## src/rtl/playlist_ctrl.sv

```systemverilog
`default_nettype none
// ---------------------------------------------------------------------------
// playlist_ctrl : playback sequencer (play/pause, skip, auto-advance, repeat)
// Rev 1.0
// ---------------------------------------------------------------------------
module playlist_ctrl #(
  parameter int NUM_SONGS  = 4,
  parameter int SONG_W     = 2,
  parameter int RST_HOLD   = 2,
  parameter int DONE_GUARD = 4
) (
  input  logic              clk,
  input  logic              reset,
  input  logic              play_btn,
  input  logic              next_btn,
  input  logic              prev_btn,
  input  logic              repeat_one,
  input  logic              loop_all,
  input  logic              song_done,
  output logic              play,
  output logic              pause,
  output logic              reset_player,
  output logic [SONG_W-1:0] song,
  output logic [1:0]        status,
  output logic              song_changed
);

  localparam int GUARD_W = $clog2(DONE_GUARD + 2);
  localparam int HOLD_W  = $clog2(RST_HOLD + 1);
  localparam logic [SONG_W-1:0]  LAST_SONG  = SONG_W'(NUM_SONGS - 1);
  localparam logic [GUARD_W-1:0] GUARD_LOAD = GUARD_W'(DONE_GUARD);
  localparam logic [HOLD_W-1:0]  HOLD_LOAD  = HOLD_W'(RST_HOLD - 1);

  // State encoding doubles as the status code.
  typedef enum logic [1:0] {
    ST_STOP  = 2'b00,
    ST_PLAY  = 2'b01,
    ST_PAUSE = 2'b10,
    ST_SKIP  = 2'b11
  } state_t;

  state_t               state;
  logic [GUARD_W-1:0]   guard;
  logic [HOLD_W-1:0]    skip_cnt;
  logic                 resume_paused;
  logic [SONG_W-1:0]    song_next;
  logic [SONG_W-1:0]    song_prev;

  assign song_next = (song == LAST_SONG) ? '0 : song + SONG_W'(1);
  assign song_prev = (song == '0) ? LAST_SONG : song - SONG_W'(1);
  assign status    = state;

  always_ff @(posedge clk or negedge reset) begin
    if (!reset) begin
      state         <= ST_STOP;
      song          <= '0;
      play          <= 1'b0;
      pause         <= 1'b0;
      reset_player  <= 1'b1;
      song_changed  <= 1'b0;
      guard         <= '0;
      skip_cnt      <= '0;
      resume_paused <= 1'b0;
    end else begin
      song_changed <= 1'b0;
      case (state)
        ST_STOP: begin
          reset_player <= 1'b0;
          if (next_btn) begin
            song         <= song_next;
            song_changed <= 1'b1;
          end else if (prev_btn) begin
            song         <= song_prev;
            song_changed <= 1'b1;
          end else if (play_btn) begin
            state <= ST_PLAY;
            play  <= 1'b1;
            pause <= 1'b0;
            guard <= GUARD_LOAD;
          end
        end

        ST_PLAY, ST_PAUSE: begin
          if (state == ST_PLAY && guard != '0)
            guard <= guard - GUARD_W'(1);
          if (next_btn || prev_btn) begin
            song          <= next_btn ? song_next : song_prev;
            song_changed  <= 1'b1;
            state         <= ST_SKIP;
            play          <= 1'b0;
            pause         <= 1'b0;
            reset_player  <= 1'b1;
            skip_cnt      <= HOLD_LOAD;
            resume_paused <= (state == ST_PAUSE);
          end else if (play_btn) begin
            state <= (state == ST_PAUSE) ? ST_PLAY : ST_PAUSE;
            pause <= (state == ST_PLAY);
          end else if (song_done && state == ST_PLAY && guard == '0) begin
            resume_paused <= 1'b0;
            // Last song without loop_all stops; every other case restarts the reader.
            if (!repeat_one && song == LAST_SONG && !loop_all) begin
              song         <= '0;
              song_changed <= 1'b1;
              state        <= ST_STOP;
              play         <= 1'b0;
              pause        <= 1'b0;
            end else begin
              if (!repeat_one) begin
                song         <= song_next;
                song_changed <= 1'b1;
              end
              state        <= ST_SKIP;
              play         <= 1'b0;
              pause        <= 1'b0;
              reset_player <= 1'b1;
              skip_cnt     <= HOLD_LOAD;
            end
          end
        end

        ST_SKIP: begin
          if (skip_cnt == '0) begin
            state        <= resume_paused ? ST_PAUSE : ST_PLAY;
            play         <= 1'b1;
            pause        <= resume_paused;
            reset_player <= 1'b0;
            guard        <= GUARD_LOAD;
          end else begin
            skip_cnt <= skip_cnt - HOLD_W'(1);
          end
        end

        default: state <= ST_STOP;
      endcase
    end
  end

endmodule
`default_nettype wire

```

## config.mk

```make
export PLATFORM = sky130hd
export DESIGN_NAME = playlist_ctrl
export DESIGN_NICKNAME = d
export VERILOG_FILES = /design/src/rtl/playlist_ctrl.sv
export SDC_FILE = /design/constraint.sdc
export NUM_CORES = 1
export LEC_CHECK = 0
export CAP_MARGIN = 20
export CORE_UTILIZATION = 40
export DETAILED_ROUTE_END_ITERATION = 16
export GPL_ROUTABILITY_DRIVEN = 1
export SYNTH_ARGS = -nofsm -noshare
export SYNTH_HDL_FRONTEND = slang
export SYNTH_SLANG_ARGS = --single-unit
```

## constraint.sdc

```tcl
create_clock -name clk -period 1.8 [get_ports clk]
set_input_delay 0.45 -clock clk [delete_from_list [all_inputs] [get_ports clk]]
set_output_delay 0.45 -clock clk [all_outputs]
set_load 0.05 [all_outputs]
```

* Word level (Yosys, flattened, before mapping)
Cells that the tools add are included.
Storage, ports and cells: word-level logic and storage cells 118, register bits after elaboration 14
Operators by class: reductions and logical operators 24, multiplexer cells 64, equal/unequal tests 17, $add $sub $neg 4
Operator list (count):
- 2-bit 2-to-1 mux | 25
- 1-bit 2-to-1 mux | 26
- 5-bit AND reduction | 4
- 3-bit 2-to-1 mux | 5
- 2-bit inequality test, second input constant | 6
- 3-bit inequality test, second input constant | 4
- 1-bit case mux with 3 select lines | 3
- 3-bit case mux with 3 select lines | 1
- 4-bit inequality test, second input constant | 2
- 2-bit case mux with 2 select lines | 2
- 2-bit == test, second input constant | 3
- 2-bit logical NOT | 3
- 2-bit case mux with 3 select lines | 1
- 6-bit AND reduction | 1
- 2-bit nonzero test | 3
- 1-bit logical AND | 5
- 4-bit AND reduction | 1
- 2-bit by 1-bit subtractor with 2-bit output, second input constant | 2
- 3-bit logical NOT | 1
- 3-bit AND reduction | 1
- 3-bit nonzero test | 1
- 3-bit by 1-bit subtractor with 3-bit output, second input constant | 1
- 2-bit by 1-bit adder with 2-bit output, second input constant | 1
- 2-bit by 1-bit == test with 1-bit output, second input constant | 1
- 5 further kinds | 6

* Depth between registers and ports, before layout
word-level depth 8, mapped depth 7, mapped depth without buffers 6

* Worst setup path before layout
No wires, ideal clock.
path type register -> register, start reg state[0], in the netlist status[0], end reg skip_cnt[0], stages on the path, launching flop included 7, setup time 120 ps, arrival time 2124 ps, required time 1680 ps, slack -445 ps, clock period less this slack 2245 ps, buffers on the path 0, cell sequence dfrtp_1 inv_1 ha_1 nor3b_1 o31ai_1 o21a_1 o211a_1
On the way: word-level cells in the longest chain between the ends 5, elaborated cells between the ends (all ways) 13
RTL lines:
- start: declaration | line 42 | state_t state;
- start signal: assignment | line 96 | state <= (state == ST_PAUSE) ? ST_PLAY : ST_PAUSE;
- start signal: assignment | line 123 | state <= resume_paused ? ST_PAUSE : ST_PLAY;
- 2-bit by 1-bit == test with 1-bit output | line 66, 98
- 1-bit logical AND (2 in series) | line 98 | end else if (song_done && state == ST_PLAY && guard == '0) begin
- 3-bit inequality test (no source line)
- 5-bit AND reduction (no source line)
- end signal: assignment | line 129 | skip_cnt <= skip_cnt - HOLD_W'(1);
- end: declaration | line 44 | logic [HOLD_W-1:0] skip_cnt;
Several ways; a longest one is shown, not always the timed one. A chain may end at the register's enable or synchronous reset.

* Worst setup path after layout
start reg state[0], in the netlist status[0], end reg state[0], in the netlist status[0]
On the way: word-level cells in the longest chain between the ends 5, elaborated cells between the ends (all ways) 17
RTL lines (line):
- 2-bit == test / 2-bit by 1-bit == test with 1-bit output (equally long branches) | 66, 96, 98
- 2-bit 2-to-1 mux / 1-bit logical AND (equally long branches) | 96, 98
- 2-bit 2-to-1 mux / 1-bit logical AND (equally long branches) | 95, 98
- 2-bit 2-to-1 mux / 4-bit inequality test (equally long branches)
- 2-bit case mux with 3 select lines / 5-bit AND reduction (equally long branches)
Several ways; a longest one is shown, not always the timed one.

==> summary.txt <==
STA
  • Final worst slack: 0.0724 ns
  • Final hold slack: 0.475 ns
  • F_max: 579 MHz
  • Hold violation count in the final report: 0
  • Final worst-path cycle share: 0.960
  • Slew HR: 0.736
  • Slew @ Worst Pin: 0.395 ns
  • Setup violations, final: 0
  • Fin crit period: 1.73 ns
  • Skew final: 0.00318 ns
  • Post-Route Setup TNS: 0 ns
  • Max Transition Viols Final: 0
  • Unrepaired setup endpoints after global routing: yes

Placement
  • Routability-driven placement congestion ratio: 0.840
  • Placed cells: 162
  • Detailed Place HPWL: 1950 um
  • Worst slack, placed: -0.446 ns
  • PortBufs: 15

Finish
  • Post-layout net count: 156
  • Diodes inserted: 0
  • Commonest non-fill, non-tap cells in the layout: 31 x buf_4, 11 x dfrtp_1, 7 x inv_1
  • Share of cells above drive strength 1: 0.442
  • Layout Area Growth over Synthesis: 45.1%
  • Most common cell after layout, fill and taps aside: buf_4
  • # fillers: 205
  • Flip-flop and latch area: 354 sq um
  • Layout Cells excl Fill: 166
  • Area taken by multi-input logic gates: 658 sq um

Die
  • Initial Utilization: 0.435
  • Die Wd: 51.7 um
  • Top-Level Pins: 16
  • CORE AREA: 2280 sq um
  • Die Y-Extent: 51.7 um
  • Std-Cell Rows: 17
  • Die area: 2680 sq um

GRT
  • Vias in the first global route: 937
  • Largest net degree at the start of global routing: 15
  • Gr ovfl total: 0
  • Gr usage total: 0.206
  • Initial antenna violation count: 0
  • First-pass GRT wire length: 4000 um

Synthesis
  • Synth cell types: 41
  • Seq cells post-synth: 14
  • Top FF cell, synth: dfrtp_1
  • Syn nets: 116
  • Cell area after synthesis: 990 sq um
  • Seq/Total Area, Yosys: 0.355
  • Avg Cell Area, Syn: 10.0 sq um
  • Asr flop ratio synth: 1.00
  • Synth warn: 0
  • Mapped Cells: 99
  • Post-synth EDFFs: 0

Power
  • Maximum vdd drop: 1290 uV
  • Power per Cell Area: 2100 nW/um^2
  • PnR Total Power: 3.02 mW
  • Leak: 0.649 nW

Run
  • Max-Cap Viols: 0

Setup path
  • Reg-to-Reg Start: status[0]
  • CP endpoint kind: flop
  • Setup slack, reg-to-reg: 0.07 ns
  • Worst Path Max Fanout: 5
  • Slowest-stage cell, CP: dfrtp_2
  • Reg2Reg Depth: 6
  • CP bufs+invs: 2
  • R2R Path End: status[0]
  • CP Data Arrival Time: 1.90 ns
  • Slowest stage delay, CP: 0.45 ns
  • Crit Path Class: flop to flop
  • Critical Path RT: 1.97 ns
  • CP Cell Sequence: inv_2 -> ha_4 -> nor3b_4 -> buf_4 -> a31oi_4 -> mux2_4
  • Crit path max-delay family: flip-flops
  • Startpoint Class: flop

Clock tree
  • CTS buffer count: 3
  • H-tree Lvls: 1
  • Post-CTS Hold Fix Bufs: 0
  • Max clock buf depth: 2
  • Reg clk slew, reported paths: 0.09 ns
  • Clock latency on the worst-skew pair: 0.28 ns
  • CTS tree: done
  • Root buffer cell: clkbuf_4
  • Clock sink total: 14

Hold path
  • Hold Crit Class: primary input to asynchronous set/reset pin

Status
  • Status: finished, final reports clean

Route
  • Routed wire per std cell: 14.5 um
  • Drt via density: 5.54
  • 1st-pass router iterations: 4
  • Residual DRC count: 0
  • Initial DRC Count: 10
  • Final ANT Viol Nets: 0
  • Drt total wl: 2400 um
  • Vias: 919
-- per-stage QoR --
stage	cell area, sq um	util
floorplan	1060	-
finish	1440	0.631
global placement	1390	0.610
detailed placement	1390	0.610
global route	1440	0.631
CTS	1420	0.625
-- what timing repair did --
action / CTS / global route
setup endpoints to repair: 7 / 7
pin swaps: 2 / 0
buffers inserted: 0 / 0
resized for setup: 3 / 5
-- report_power, final --
group          total (mW)  switching [mW]  leakage, nW  internal [mW]
combinational        2.20            1.12        0.462           1.09
sequential          0.587           0.104        0.166          0.483
clock               0.230           0.107       0.0210          0.123
-- worst max-delay path by stage --
stage	startpoint	to	slack (ns)	cells past startpoint
after floorplan	status[0]	status[0]	-0.05	6
after global placement	play_btn	status[0]	-0.42	5
after detailed placement	play_btn	status[0]	-0.45	5
after CTS	status[1]	skip_cnt[1]	0.0006	7
after global routing	status[1]	skip_cnt[0]	-0.03	7
final	status[0]	status[0]	0.07	6
-- layout make-up --
| class | count | share of cell area |
|---|---|---|
| clock buffer | 4 | 0.0253 |
| inverter | 9 | 0.0235 |
| multi-input combinational | 72 | 0.458 |
| sequential | 14 | 0.247 |
| tap | 28 | 0.0244 |
| timing repair buffer | 39 | 0.222 |
-- kinds of logic after synthesis --
group,after synthesis,synth area share
and+or+nand+nor,24,0.144
xor gates and xnor gates,1,0.00885
buffers and inverters,13,0.0569
DFF,14,0.355
AOI/OAI and AO/OA,35,0.288
muxes,3,0.0329
adders and majority gates,9,0.114
-- metal layers --
metal / GRT usage / wire length (um)
met1: 0.260 / 1140
met5: 0 / 0
met2: 0.351 / 1170
met3: 0.0351 / 75
met4: 0.0721 / 16
-- sequential cells by signal (all words and copies together) (netlist names) --
signal	flops
play	1
song_changed	1
guard	3
reset_player	1
song	2
resume_paused	1
status	2
skip_cnt	2
pause	1
-- Yosys cell counts, types with 2 or more instances --
| cell type | number | area, sq um |
|---|---|---|
| nand3_1 | 5 | 25.0 |
| nor2b_1 | 3 | 18.8 |
| mux2_2 | 2 | 22.5 |
| nor2_1 | 5 | 18.8 |
| o31ai_1 | 4 | 30.0 |
| nor3_1 | 2 | 10.0 |
| a32o_1 | 2 | 20.0 |
| ha_1 | 9 | 113 |
| clkbuf_1 | 3 | 11.3 |
| o21bai_1 | 2 | 15.0 |
| nor3b_1 | 2 | 15.0 |
| a21oi_1 | 6 | 30.0 |
| dfrtp_1 | 13 | 325 |
| o21ai_0 | 5 | 25.0 |
| o2bb2ai_1 | 2 | 17.5 |
| inv_1 | 9 | 33.8 |
No activity file was read; power rests on OpenSTA's default activity.
